===== config.mk =====
export PLATFORM = sky130hd
export DESIGN_NAME = alu_op_issue
export DESIGN_NICKNAME = d
export VERILOG_FILES = /design/src/rtl/alu_op_issue.sv
export SDC_FILE = /design/constraint.sdc
export NUM_CORES = 1
export LEC_CHECK = 0
export ABC_CLOCK_PERIOD_IN_PS = 15000
export CORE_ASPECT_RATIO = 1.5
export CORE_MARGIN = 1.5
export CORE_UTILIZATION = 33
export DETAILED_ROUTE_END_ITERATION = 10
export PLACE_DENSITY_LB_ADDON = 0.05
export SYNTH_ARGS = -nofsm -noshare
export SYNTH_HDL_FRONTEND = slang
export SYNTH_SLANG_ARGS = --single-unit
export TNS_END_PERCENT = 20

===== constraint.sdc =====
create_clock -name clk -period 15 [get_ports clk]
set_clock_uncertainty 0.2 [all_clocks]
set_input_delay 1.5 -clock clk [delete_from_list [all_inputs] [get_ports clk]]
set_output_delay 1.5 -clock clk [all_outputs]
set_load 0.03 [all_outputs]

===== src/rtl/alu_op_issue.sv =====
// alu_op_issue: sequential issue/decode front end for a 64-bit RISC-V ALU.
// Takes one instruction at a time, decodes it to the ALU opcode and operand-2
// source, drives the ALU from registers for SETTLE_CYC cycles, captures the
// result and hands it downstream over a valid/ready handshake.
//
//  state  | meaning
//  IDLE   | waiting for an instruction, in_ready high
//  DECODE | instruction latched, decode evaluated this cycle
//  EXEC   | ALU inputs held stable, settle counter running down
//  DONE   | result presented, waiting for out_ready
module alu_op_issue #(
    parameter int XLEN       = 64,
    parameter int SETTLE_CYC = 1
) (
    input  logic            clk,
    input  logic            reset,
    input  logic            in_valid,
    output logic            in_ready,
    input  logic [31:0]     in_instr,
    input  logic [XLEN-1:0] in_rs1_data,
    input  logic [XLEN-1:0] in_rs2_data,
    output logic [3:0]      alu_opr,
    output logic [XLEN-1:0] alu_in1,
    output logic [XLEN-1:0] alu_in2,
    input  logic [XLEN-1:0] alu_result,
    input  logic            alu_branch_mux,
    output logic            out_valid,
    input  logic            out_ready,
    output logic [XLEN-1:0] out_result,
    output logic [1:0]      out_kind,
    output logic [4:0]      out_rd,
    output logic            out_branch_taken,
    output logic            out_illegal
);

    localparam int             CW       = $clog2(SETTLE_CYC + 1);
    localparam logic [CW-1:0]  CNT_LOAD = CW'(SETTLE_CYC);
    localparam logic [CW-1:0]  CNT_ONE  = CW'(1);
    localparam logic [3:0]     OPR_NOP  = 4'hF;
    localparam logic [1:0]     K_ALU = 2'd0, K_LOAD = 2'd1, K_STORE = 2'd2, K_BRANCH = 2'd3;

    typedef enum logic [1:0] {IDLE, DECODE, EXEC, DONE} state_t;

    state_t          state_q, state_d;
    logic [31:0]     instr_q, instr_d;
    logic [XLEN-1:0] rs1_q, rs1_d, rs2_q, rs2_d;
    logic [CW-1:0]   cnt_q, cnt_d;
    logic [3:0]      alu_opr_q, alu_opr_d;
    logic [XLEN-1:0] alu_in1_q, alu_in1_d, alu_in2_q, alu_in2_d;
    logic [XLEN-1:0] out_result_q, out_result_d;
    logic [1:0]      out_kind_q, out_kind_d;
    logic [4:0]      out_rd_q, out_rd_d;
    logic            out_branch_taken_q, out_branch_taken_d;
    logic            out_illegal_q, out_illegal_d;

    logic            dec_legal;
    logic [3:0]      dec_opr;
    logic [XLEN-1:0] dec_in2;
    logic [1:0]      dec_kind;
    logic [4:0]      dec_rd;
    logic            exec_last;

    // rs1 register-number field is not needed: rs1 arrives as data
    logic unused_rs1_field;
    assign unused_rs1_field = ^instr_q[19:15];

    wire [6:0]      opcode = instr_q[6:0];
    wire [2:0]      funct3 = instr_q[14:12];
    wire [6:0]      funct7 = instr_q[31:25];
    wire [XLEN-1:0] imm_i  = {{(XLEN-12){instr_q[31]}}, instr_q[31:20]};
    wire [XLEN-1:0] imm_s  = {{(XLEN-12){instr_q[31]}}, instr_q[31:25], instr_q[11:7]};
    wire [XLEN-1:0] shamt  = {{(XLEN-6){1'b0}}, instr_q[25:20]};

    assign exec_last = (state_q == EXEC) && (cnt_q == CNT_ONE);

    // Decode of the latched instruction into ALU opcode, operand 2, kind and rd
    always_comb begin
        dec_legal = 1'b0;
        dec_opr   = OPR_NOP;
        dec_in2   = rs2_q;
        dec_kind  = K_ALU;
        dec_rd    = 5'd0;
        case (opcode)
            7'b0110011: begin
                dec_rd = instr_q[11:7];
                case (funct3)
                    3'b000: begin
                        if (funct7 == 7'h00) begin dec_legal = 1'b1; dec_opr = 4'h0; end
                        else if (funct7 == 7'h20) begin dec_legal = 1'b1; dec_opr = 4'h1; end
                    end
                    3'b001: begin dec_legal = (funct7 == 7'h00); dec_opr = 4'h2; end
                    3'b100: begin dec_legal = (funct7 == 7'h00); dec_opr = 4'h3; end
                    3'b101: begin dec_legal = (funct7 == 7'h00); dec_opr = 4'h4; end
                    3'b110: begin dec_legal = (funct7 == 7'h00); dec_opr = 4'h5; end
                    3'b111: begin dec_legal = (funct7 == 7'h00); dec_opr = 4'h6; end
                    default: dec_legal = 1'b0;
                endcase
            end
            7'b0010011: begin
                dec_rd  = instr_q[11:7];
                dec_in2 = imm_i;
                case (funct3)
                    3'b000: begin dec_legal = 1'b1; dec_opr = 4'h0; end
                    3'b100: begin dec_legal = 1'b1; dec_opr = 4'h3; end
                    3'b110: begin dec_legal = 1'b1; dec_opr = 4'h5; end
                    3'b111: begin dec_legal = 1'b1; dec_opr = 4'h6; end
                    3'b001: begin dec_legal = (instr_q[31:26] == 6'd0); dec_opr = 4'h2; dec_in2 = shamt; end
                    3'b101: begin dec_legal = (instr_q[31:26] == 6'd0); dec_opr = 4'h4; dec_in2 = shamt; end
                    default: dec_legal = 1'b0;
                endcase
            end
            7'b0000011: begin
                dec_legal = 1'b1; dec_opr = 4'h0; dec_in2 = imm_i;
                dec_kind  = K_LOAD; dec_rd = instr_q[11:7];
            end
            7'b0100011: begin
                dec_legal = 1'b1; dec_opr = 4'h0; dec_in2 = imm_s; dec_kind = K_STORE;
            end
            7'b1100011: begin
                dec_kind = K_BRANCH;
                case (funct3)
                    3'b000: begin dec_legal = 1'b1; dec_opr = 4'h7; end
                    3'b001: begin dec_legal = 1'b1; dec_opr = 4'h8; end
                    3'b100: begin dec_legal = 1'b1; dec_opr = 4'h9; end
                    3'b101: begin dec_legal = 1'b1; dec_opr = 4'hA; end
                    default: dec_legal = 1'b0;
                endcase
            end
            default: dec_legal = 1'b0;
        endcase
    end

    // FSM state register
    always_ff @(posedge clk or posedge reset) begin
        if (reset) state_q <= IDLE;
        else       state_q <= state_d;
    end

    // FSM next-state logic
    always_comb begin
        state_d = state_q;
        case (state_q)
            IDLE:    if (in_valid)  state_d = DECODE;
            DECODE:  state_d = dec_legal ? EXEC : DONE;
            EXEC:    if (exec_last) state_d = DONE;
            DONE:    if (out_ready) state_d = IDLE;
            default: state_d = IDLE;
        endcase
    end

    // FSM outputs
    always_comb begin
        in_ready  = (state_q == IDLE) && !reset;
        out_valid = (state_q == DONE);
    end

    // Datapath next values: latch on accept, load ALU on DECODE->EXEC, capture on last EXEC edge
    always_comb begin
        instr_d            = instr_q;
        rs1_d              = rs1_q;
        rs2_d              = rs2_q;
        cnt_d              = cnt_q;
        alu_opr_d          = alu_opr_q;
        alu_in1_d          = alu_in1_q;
        alu_in2_d          = alu_in2_q;
        out_result_d       = out_result_q;
        out_kind_d         = out_kind_q;
        out_rd_d           = out_rd_q;
        out_branch_taken_d = out_branch_taken_q;
        out_illegal_d      = out_illegal_q;
        case (state_q)
            IDLE: begin
                if (in_valid) begin
                    instr_d = in_instr;
                    rs1_d   = in_rs1_data;
                    rs2_d   = in_rs2_data;
                end
            end
            DECODE: begin
                out_kind_d         = dec_legal ? dec_kind : K_ALU;
                out_rd_d           = dec_legal ? dec_rd : 5'd0;
                out_illegal_d      = !dec_legal;
                out_result_d       = '0;
                out_branch_taken_d = 1'b0;
                if (dec_legal) begin
                    cnt_d     = CNT_LOAD;
                    alu_opr_d = dec_opr;
                    alu_in1_d = rs1_q;
                    alu_in2_d = dec_in2;
                end
            end
            EXEC: begin
                cnt_d = cnt_q - CNT_ONE;
                if (exec_last) begin
                    alu_opr_d          = OPR_NOP;
                    out_result_d       = (out_kind_q == K_BRANCH) ? '0 : alu_result;
                    out_branch_taken_d = (out_kind_q == K_BRANCH) && !alu_branch_mux;
                end
            end
            default: ;
        endcase
    end

    // Datapath registers
    always_ff @(posedge clk or posedge reset) begin
        if (reset) begin
            instr_q            <= '0;
            rs1_q              <= '0;
            rs2_q              <= '0;
            cnt_q              <= '0;
            alu_opr_q          <= OPR_NOP;
            alu_in1_q          <= '0;
            alu_in2_q          <= '0;
            out_result_q       <= '0;
            out_kind_q         <= K_ALU;
            out_rd_q           <= 5'd0;
            out_branch_taken_q <= 1'b0;
            out_illegal_q      <= 1'b0;
        end else begin
            instr_q            <= instr_d;
            rs1_q              <= rs1_d;
            rs2_q              <= rs2_d;
            cnt_q              <= cnt_d;
            alu_opr_q          <= alu_opr_d;
            alu_in1_q          <= alu_in1_d;
            alu_in2_q          <= alu_in2_d;
            out_result_q       <= out_result_d;
            out_kind_q         <= out_kind_d;
            out_rd_q           <= out_rd_d;
            out_branch_taken_q <= out_branch_taken_d;
            out_illegal_q      <= out_illegal_d;
        end
    end

    assign alu_opr          = alu_opr_q;
    assign alu_in1          = alu_in1_q;
    assign alu_in2          = alu_in2_q;
    assign out_result       = out_result_q;
    assign out_kind         = out_kind_q;
    assign out_rd           = out_rd_q;
    assign out_branch_taken = out_branch_taken_q;
    assign out_illegal      = out_illegal_q;

endmodule


Word-level counts from Yosys, hierarchy flattened
Cells that the tools add are included.

$add $sub $neg: 1. Multipliers: 0. Div/mod/pow operators: 0. $lt $le $gt $ge: 0. Equality and inequality tests: 19. Shifts and indexed selects: 0. Muxes and demuxes: 33. Bitwise logic cells: 0. Reductions and logical operators: 23.

Operators with widths (count): two-way mux 64 bit (3); case mux 64 bit (3 select lines) (1); case mux 64 bit (2 select lines) (1); case mux 4 bit (6 select lines) (2); case mux 4 bit (4 select lines) (2); equality test 7 x 6 -> 1 bit, second input constant (3); two-way mux 4 bit (4); equality test 3 bit, second input constant (4); two-way mux 5 bit (2); two-way mux 2 bit (4); case mux 1 bit (2 select lines) (4); case mux 2 bit (4 select lines) (1); case mux 4 bit (2 select lines) (1); AND reduction 2 bit (4); OR reduction 4 bit (2); equality test 7 x 2 -> 1 bit, second input constant (1); equality test 7 x 5 -> 1 bit, second input constant (1); equality test 7 bit, second input constant (1); zero test 7 bit (1); equality test 2 bit, second input constant (3); zero test 6 bit (1); two-way mux 1 bit (6); != test 2 bit, second input constant (3); case mux 2 bit (3 select lines) (1); other kinds (14) (20).

Register bits: 368. Bits in latches: 0. Memory bits (writable): 0. ROM bits: 0. Bits of input ports: 229. Logic and storage cells: 89. Memories kept: 0.

Longest topological paths before layout
Gate-level depths: netlist (run 1).

Depth in word-level cells: 7. Depth in mapped cells: 8. Mapped depth without buffers: 6.

Worst setup path before layout (run 1)
No wires, ideal clock.

Kind: input to output. Start: input port reset. End: output port in_ready. Arrival time: 1.902 ns. Setup slack: 11.398 ns. Stages: 1. Cells stage by stage: nor2_1.

Cells in the longest elaborated chain, start to end: 2.

RTL lines: start, declared (RTL line 16) `input logic reset,`; zero test 1 bit (no source line); logical AND 1 bit (RTL line 153) `in_ready = (state_q == IDLE) && !reset;`; end, declared (RTL line 18) `output logic in_ready,`.

Every way passes these cells.

Worst setup path after layout (run 1)
Same ends and word-level chain as after synthesis.

==> flow_metrics.tcl, run 1 <==
set metrics [dict create \
    cts.htree.levels 2 \
    rsz0062_at_grt "false" \
    dp_hpwl_um 26450 \
    ant_nets 0 \
    postSynth.asyncResetShare_pct 100.0 \
    path_max_fanout 2 \
    setup_viol 0 \
    drive_above_1_share_pct 21.64 \
    synthFlopType "dfrtp_1" \
    synth_edf_count 0 \
    crit_required_ps 13300 \
    startpoint "reset" \
    period_needed_ps 4521 \
    reg2reg_from "instr_q[1]" \
    whs_ps 289.2 \
    antenna_found_initial 7 \
    crit_top_cell "clkdlybuf4s50_1" \
    worstPathCellList "clkdlybuf4s50_1 -> nor2_1 -> clkdlybuf4s50_1" \
    min_path_type "register to register" \
    crit_path_top_delay_cell "clkdlybuf4s50_1" \
    swShare_pct 35.50 \
    fin_crit_sh_pct 30.14 \
    power_frac_seq_pct 36.9 \
    ys_types 51 \
    ys_warn_count 0 \
    via_count 9674 \
    netSwitchingPower_uw 1609 \
    cts_hold_buf 0 \
    drv_slew 0 \
    first_global_vias 10150 \
    clock_sinks 363 \
    ctsResizeCount 0 \
    gp_congestion 0.7240 \
    core_mm2 0.04469 \
    port_buffers 430 \
    detail_route.wl_per_cell_um 19.67 \
    maxCapViolations 0 \
    clk_pin_slew_ps 60 \
    cts_setup_buffers 0 \
    std_cell_rows 95 \
    relSlewSlack_pct 28.86 \
    fmax_mhz 221.2 \
    cp.arrival_ps 2820 \
    p_comb_share_pct 42.0 \
    tightest_slew_ps 1067 \
    power_leakage_uw 0.009560 \
    ys_seq_elements 363 \
    gr-total-overflow 0 \
    wl_met3_um 3144 \
    p_clk_share_pct 21.1 \
    route.met2.wl_um 19790 \
    drt_iter0_drc 364 \
    syn_area_mm2 0.01488 \
    critPathCaptureType "output pin" \
    utilization_pct 46.74 \
    syn_nets 1249 \
    cp_slowest_stage_delay_ps 680 \
    yosys.area.top_type "dfrtp_1" \
    power_density_mw_per_mm2 217.0 \
    grt_pass1_wl_um 62070 \
    start_util_pct 33.30 \
    peakVddDrop_mv 0.09827 \
    syn_avg_cell_area_um2 14.66 \
    setup_tns_ps 0 \
    hp-start "out_rd[1]" \
    drc 0 \
    root_buffer "clkbuf_16" \
    grt_max_degree 171 \
    m1WireLength_um 15930 \
    die_x_um 176.4 \
    synth.area.top_cells "dfrtp_1 60%, mux2_2 12%, mux2_4 7.6%" \
    max-clock-path-buffers 3 \
    cts_tree "done" \
    syn_inst 1015 \
    fin_nets 1666 \
    die-area_mm2 0.04641 \
    dp_slack_ps 10490 \
    wirelength_um 40180 \
    top_layer "met5" \
    synth_top_cell_area_share_pct 60.36 \
    final_hold_viol_count 0 \
    drt_pass1_iterations 4 \
    worst_slack_ps 10480 \
    area_delta_synth_final_pct 40.36 \
    clk_latency_ps 530 \
    outcome "completed" \
    io_pins 436 \
    internal-power_uw 2924 \
    cts_buffers 39 \
    criticalPathCategory "input pin to output pin" \
    grt_usage_pct 17.28 \
    critPathLaunchType "input pin" \
    via_per_inst 4.735 \
    die_h_um 263.1 \
    synth_seq_area_share_pct 61.07 \
]
==> Yosys cell counts (all sizes together), types with 2 or more instances <==
library cell    n
xor2            2
clkbuf         47
inv            63
nor3            6
dfstp           4
or3             2
nand2b          5
a31oi           3
nand2           9
a22o           69
o2bb2ai        12
nor2b           7
a21o            2
buf            18
mux2          236
a21oi          61
a211oi          2
dfrtp         359
nand3           6
nor2            8
mux2i          53
a211o           4
o41ai           2
and2            2
ha              5
nand3b          2
o21ai           9
==> cell type report <==
type                            instances  area, um^2
Inverter                               63       244.0
Fill cell                            4158       23800
Multi-Input combinational cell        524        5177
Timing Repair Buffer                  441        4399
Clock inverter                          3       40.04
Antenna cell                            1       2.502
Tap cell                              582       728.2
Clock buffer                           66        1210
Sequential cell                       363        9089
==> flip-flops by register name, indices dropped and copies added (netlist names), 4 cells and up <==
name        flops
alu_in2        64
out_result     64
rs1_q          64
alu_opr         4
rs2_q          64
instr_q        27
alu_in1        64
out_rd          5
==> cells by family after synthesis <==
logic type | Yosys count | synth area share (%)
XOR/XNOR | 2 | 0.1177
adder cells (fa/ha/maj) | 5 | 0.4203
AND/OR/NAND/NOR | 53 | 2.009
AO/OA/AOI/OAI | 175 | 8.769
multiplexers | 289 | 23.31
buffers and inverters | 128 | 4.304
flip-flops | 363 | 61.07
==> worst paths after layout <==
check	slack, ps	cells after the start	endpoint
worst max-delay path	10480	3	in_ready
worst min-delay path	290	1	out_rd[1]
worst max register to register	11290	7	alu_in1[50]
worst min register to register	290	1	out_rd[1]
max in group asynchronous	11600	3	alu_in2[63]
min in group asynchronous	1410	2	out_result[62]
==> power groups by stage <==
stage | clock network, uW | registers (uW) | logic (uW)
after floorplan | 0 | 2060 | 827
after global placement | 0 | 1680 | 1910
after detailed placement | 0 | 1690 | 1930
after CTS | 995 | 1680 | 1940
after global routing | 1030 | 1730 | 2030
final | 955 | 1670 | 1900
==> layer usage <==
metal | up-vias | GRT usage (%)
li1 | 4427 | -
met1 | 4871 | 20.81
met2 | 283 | 28.63
met3 | 81 | 5.849
met4 | 12 | 6.047
met5 | - | 0
==> worst max-delay path: cells and delay by family <==
kind	cells	cell delay, ps
buffers and inverters	2	1190
and+or+nand+nor	1	130
==> cells in the final DEF, fill, tap and decap left out, types with 2 or more instances in the layout <==
cell type	instances
and2_1	2
dfrtp_1	359
nor2b_1	7
xor2_1	2
a21oi_1	60
mux2_2	161
a21o_1	2
mux2_4	75
or3_1	2
o21ai_0	8
nor3_1	5
clkdlybuf4s50_1	430
buf_4	10
dfstp_2	4
o2bb2ai_1	12
mux2i_1	53
nor2_1	8
a211oi_1	2
a211o_1	4
nand2b_1	5
a31oi_1	3
a22o_1	69
inv_1	62
ha_1	5
nand3b_1	2
clkbuf_8	9
clkbuf_16	41
clkbuf_1	16
nand2_1	7
nand3_1	6
clkinv_2	2
==> metrics by stage <==
step | instances | power [uW] | area, um^2
2_1_floorplan | 1015 | 2886 | 14880
3_3_place_gp | 1973 | 3587 | 19640
3_5_place_dp | 1973 | 3622 | 19640
4_1_cts | 2042 | 4610 | 20890
5_1_grt | 2043 | 4800 | 20890
6_report | 2043 | 4532 | 20890
Power figures use the tool's default switching activity.
==> run 2, diff against run 1 <==
--- a/config.mk
+++ b/config.mk
@@ -5,7 +5,7 @@
 export SDC_FILE = /design/constraint.sdc
 export NUM_CORES = 1
 export LEC_CHECK = 0
-export ABC_CLOCK_PERIOD_IN_PS = 15000
+export ABC_CLOCK_PERIOD_IN_PS = 4500
 export CORE_ASPECT_RATIO = 1.5
 export CORE_MARGIN = 1.5
 export CORE_UTILIZATION = 33
==> constraint.sdc (replaced) <==
create_clock -name clk -period 4.5 [get_ports clk]
set_clock_uncertainty 0.2 [all_clocks]
set_input_delay 0.45 -clock clk [delete_from_list [all_inputs] [get_ports clk]]
set_output_delay 0.45 -clock clk [all_outputs]
set_load 0.03 [all_outputs]
==> run 2 against run 1 <==
Compared with the run above:
- clock-buffer cell count decreased by 13
- global-route usage shrank 0.080 points
- critical path depth is 3 higher
- sequential share of layout area down 0.60 points
- register-to-register slack got worse by 10000 ps
- combinational power increased to 3.3 times the previous value
- worst hold slack lost 64 ps
- largest cell class unchanged
==> flow_metrics.tcl, run 2 (synthesis gave the netlist of run 1 again) <==
set metrics [dict create \
    outcome "completed" \
    fillers 4092 \
    drt_pass1_iterations 4 \
    gp_congestion 0.7513 \
    via_per_inst 4.725 \
    ctsResizeCount 0 \
    drv_slew 0 \
    crit_required_ps 4680 \
    whs_ps 224.7 \
    grt_max_degree 104 \
    stdcell_count 2054 \
    maxCapViolations 0 \
    via_count 9705 \
    drc 0 \
    std_cell_rows 95 \
    critPathLaunchType "register" \
    final_cell_area_mm2 0.02118 \
    ant_nets 0 \
    cts_tree "done" \
    fmax_mhz 308.6 \
    period_needed_ps 3240 \
    netSwitchingPower_uw 5404 \
    p_clk_share_pct 22.9 \
    cts.htree.levels 2 \
    tightest_slew_ps 884.2 \
    port_buffers 430 \
    io_pins 436 \
    rsz0062_at_grt "false" \
    cts_setup_buffers 0 \
    postPlaceCellArea_mm2 0.01975 \
    multi_input_area_mm2 0.005177 \
    detail_route.wl_per_cell_um 19.58 \
    clk_latency_ps 530 \
    gr-total-overflow 0 \
    antenna_found_initial 8 \
    criticalPathCategory "register to register" \
    area_delta_synth_final_pct 42.34 \
    dp_hpwl_um 26830 \
    grt_usage_pct 17.20 \
    setup_tns_ps 0 \
    root_buffer "clkbuf_16" \
    final_hold_viol_count 0 \
    utilization_pct 47.40 \
    power_leakage_uw 0.009704 \
    swShare_pct 34.92 \
    setup_viol 0 \
    power_density_mw_per_mm2 730.5 \
    cts_hold_buf 0 \
    peakVddDrop_mv 0.2824 \
    cp.arrival_ps 3420 \
    wirelength_um 40220 \
    p_comb_share_pct 41.0 \
    power_frac_seq_pct 36.1 \
    start_util_pct 33.30 \
    cts_buffers 40 \
    clk_pin_slew_ps 70 \
    clock_sinks 363 \
    crit_path_top_delay_cell "nand2_2" \
    path_max_fanout 33 \
    internal-power_uw 10070 \
    die_h_um 263.1 \
    fin_crit_sh_pct 72.01 \
    grt_pass1_wl_um 61910 \
    critPathCaptureType "register" \
    die_x_um 176.4 \
    final_cell_mix "430 x clkdlybuf4s50_1, 359 x dfrtp_1, 161 x mux2_2" \
    relSlewSlack_pct 41.05 \
    core_mm2 0.04469 \
    cp_slowest_stage_delay_ps 640 \
    worstPathCellList "nand4bb_1 -> nor2_1 -> nand2_2 -> buf_4 -> a21oi_1 -> mux2i_1" \
    fin_nets 1673 \
    place_inst 1979 \
    die-area_mm2 0.04641 \
    seq_area_mm2 0.009089 \
    drt_iter0_drc 361 \
    drive_above_1_share_pct 22.87 \
    layout.cells.most_common "clkdlybuf4s50_1" \
    first_global_vias 10360 \
    min_path_type "input pin to async pin" \
    max-clock-path-buffers 3 \
]
run 2: cell count changes in the layout (fill, tap and decap cells not counted), sizes merged:
| cell | previous run | this run |
|---|---|---|
| clkbuf | 66 | 53 |
| clkinv | 2 | 9 |
| buf | 11 | 17 |
| bufinv | 1 | 7 |
| clkinvlp | 0 | 4 |
| diode | 1 | 3 |
| inv | 63 | 62 |
run 2: cell type report:
cell class	instances	share of cell area (%)
repair buffers	447	21.33
well taps	582	3.437
flip-flops and latches	363	42.90
inverters	63	1.134
diodes	3	0.03544
multi-input cells	524	24.44
clock inverters	19	1.329
clock buffers	53	5.387
run 2: layer usage:
metal	up-vias	global-route usage (%)	part of all wire [%]
met5	-	0	0.17
met1	4899	19.98	39
met3	62	5.676	7.6
met4	10	5.039	2.2
li1	4445	-	-
met2	289	29.91	51
run 2: power groups by stage:
stage               registers, uW  clock network (uW)  logic, uW
floorplan                    6860                   0       2760
global route                 5790                3770       6770
detailed placement           5640                   0       6460
finish                       5590                3540       6350
CTS                          5600                3650       6470
global placement             5590                   0       6380
run 2: worst paths after layout:
kind	to	depth (start not counted)	start	slack [ps]
max	alu_in2[60]	6	instr_q[2]	1260
min	out_result[38]	2	reset	220
max reg2reg	alu_in2[60]	6	instr_q[2]	1260
min reg2reg	out_illegal	1	out_illegal	290
max in group asynchronous	rs2_q[26]	3	reset	2850
min in group clk	out_illegal	1	out_illegal	290
run 2: metrics by stage:
stage / setup WS [ps] / total power (uW)
after floorplan: -1015 / 9621
after global placement: 1270 / 11970
after detailed placement: 1203 / 12090
after CTS: 1177 / 15720
after global routing: 997.8 / 16340
final: 1260 / 15470
run 2: critical path, delay by kind of cell, from the launching register on:
| kind | cells | cell delay [ps] |
|---|---|---|
| multiplexers | 1 | 90 |
| buffers and inverters | 1 | 500 |
| AND/OR/NAND/NOR | 3 | 1690 |
| flip-flops | 1 | 380 |
| AO/OA/AOI/OAI | 1 | 200 |
==> run 3, diff against run 2 <==
--- a/config.mk
+++ b/config.mk
@@ -5,7 +5,7 @@
 export SDC_FILE = /design/constraint.sdc
 export NUM_CORES = 1
 export LEC_CHECK = 0
-export ABC_CLOCK_PERIOD_IN_PS = 4500
+export ABC_CLOCK_PERIOD_IN_PS = 3300
 export CORE_ASPECT_RATIO = 1.5
 export CORE_MARGIN = 1.5
 export CORE_UTILIZATION = 33
==> constraint.sdc (replaced) <==
create_clock -name clk -period 3.3 [get_ports clk]
set_clock_uncertainty 0.2 [all_clocks]
set_input_delay 0.33 -clock clk [delete_from_list [all_inputs] [get_ports clk]]
set_output_delay 0.33 -clock clk [all_outputs]
set_load 0.03 [all_outputs]
==> run 3 against run 2 <==
Compared with the run above:
- core utilization shrank 0.13 points
- worst hold slack lost 30 ps
- final cell count is essentially flat
- clock-buffer cell count grew 6
- via count shrank 0.31%
- combinational power grew 38%
==> flow_metrics.tcl, run 3 (synthesis gave the netlist of run 1 again) <==
set metrics [dict create \
    outcome "completed" \
    r2r_cells 6 \
    drt_pass1_iterations 6 \
    whs_ps 194.6 \
    cts_buffers 40 \
    fin_nets 1677 \
    period_needed_ps 2857 \
    die_h_um 263.1 \
    via_per_inst 4.713 \
    n_antenna_cell 0 \
    root_buffer "clkbuf_16" \
    cts_hold_buf 1 \
    via_count 9675 \
    drive_above_1_share_pct 22.71 \
    fin_crit_sh_pct 86.57 \
    min_path_type "input pin to register" \
    critPathCaptureType "register" \
    cp-endpoint "alu_in1[2]" \
    peakVddDrop_mv 0.5243 \
    rrSetupSlack_ps 440 \
    grt_max_degree 105 \
    first_global_vias 10390 \
    cts_tree "done" \
    rsz0062_at_grt "false" \
    grt_pass1_wl_um 62050 \
    drv_slew 0 \
    reg2reg_from "instr_q[2]" \
    drc 0 \
    criticalPathCategory "register to register" \
    final_hold_viol_count 0 \
    gp_congestion 0.7277 \
    setup_viol 0 \
    drt_iter0_drc 285 \
    die_x_um 176.4 \
    final_cell_mix "430 x clkdlybuf4s50_1, 359 x dfrtp_1, 161 x mux2_2" \
    hp-start "alu_result[7]" \
    std_cell_rows 95 \
    clock_sinks 363 \
    io_pins 436 \
    gr-total-overflow 0 \
    power_density_mw_per_mm2 983.4 \
    wirelength_um 40090 \
    ant_nets 0 \
    clk_latency_ps 530 \
    maxCapViolations 0 \
    tightest_slew_ps 748.0 \
    detail_route.wl_per_cell_um 19.53 \
    antenna_found_initial 5 \
    r2r-end "alu_in1[2]" \
    layout.cells.most_common "clkdlybuf4s50_1" \
    critPathLaunchType "register" \
    relSlewSlack_pct 50.13 \
    core_mm2 0.04469 \
    die-area_mm2 0.04641 \
    cts_setup_buffers 0 \
    setup_tns_ps 0 \
    fmax_mhz 350.0 \
    cts.htree.levels 2 \
    port_buffers 430 \
    path_max_fanout 75 \
    grt_usage_pct 17.22 \
    max-clock-path-buffers 3 \
    power_leakage_uw 0.009685 \
    ctsResizeCount 0 \
    start_util_pct 33.30 \
    clk_pin_slew_ps 60 \
    startpoint "instr_q[2]" \
    cp.arrival_ps 3060 \
    crit_required_ps 3510 \
    dp_hpwl_um 26530 \
    area_delta_synth_final_pct 41.94 \
]
==> run 3: cell count changes in the layout (fill, tap and decap cells not counted) <==
| cell | before | now |
|---|---|---|
| clkinvlp_4 | 4 | 2 |
| clkbuf_1 | 5 | 8 |
| bufinv_16 | 7 | 2 |
| diode_2 | 3 | 0 |
| dlygate4sd3_1 | 0 | 1 |
| clkinv_4 | 1 | 0 |
| buf_12 | 7 | 10 |
| clkbuf_8 | 7 | 10 |
==> run 3: metrics by stage <==
step	area, um^2	utilization, %	setup WS [ps]	power [uW]	instances
after floorplan	14890	-	-2095	13120	1015
after global placement	19810	44.33	484.7	16360	1982
after detailed placement	19810	44.33	418.5	16520	1982
after CTS	21130	47.27	406.6	21140	2053
after global routing	21130	47.27	319.0	22000	2053
final	21130	47.27	443.0	20780	2053
==> run 3: final cells by class <==
cell class	count	area [um^2]
multi-input combinational	524	5177
tap	582	728.2
sequential	363	9089
fill	4093	23570
clock inverter	11	107.6
inverter	63	240.2
timing repair buffer	451	4589
clock buffer	59	1194
==> run 3: layer usage <==
metal	vias to the layer above	part of all wire (%)	GRT usage [%]
met4	10	2.1	4.764
met1	4841	39	19.99
met5	-	0.16	0
met3	65	7.9	5.719
met2	298	51	30.06
li1	4461	-	-
==> run 3: worst min-delay path by stage <==
stage               slack, ps  cells after the start              to
global route              180                      2  out_result[36]
CTS                       160                      2   out_result[7]
detailed placement        270                      1     out_illegal
finish                    190                      2   out_result[7]
floorplan                 260                      1   out_result[0]
global placement          270                      1     out_illegal
==> run 3: where the power goes <==
| part | switching, uW | total, uW | leakage, uW | internal [uW] |
|---|---|---|---|---|
| clock network | 1790 | 4440 | 0.000646 | 2650 |
| logic | 4400 | 8750 | 0.00443 | 4340 |
| registers | 1130 | 7590 | 0.00461 | 6460 |
==> run 3: critical path, cell delays in order, from the launching register on <==
cell and delay [ps]:
dfrtp_1 380, and4bb_1 380, nand2b_1 290, o41ai_4 620
o21ai_4 130, buf_12 280, mux2_4 380
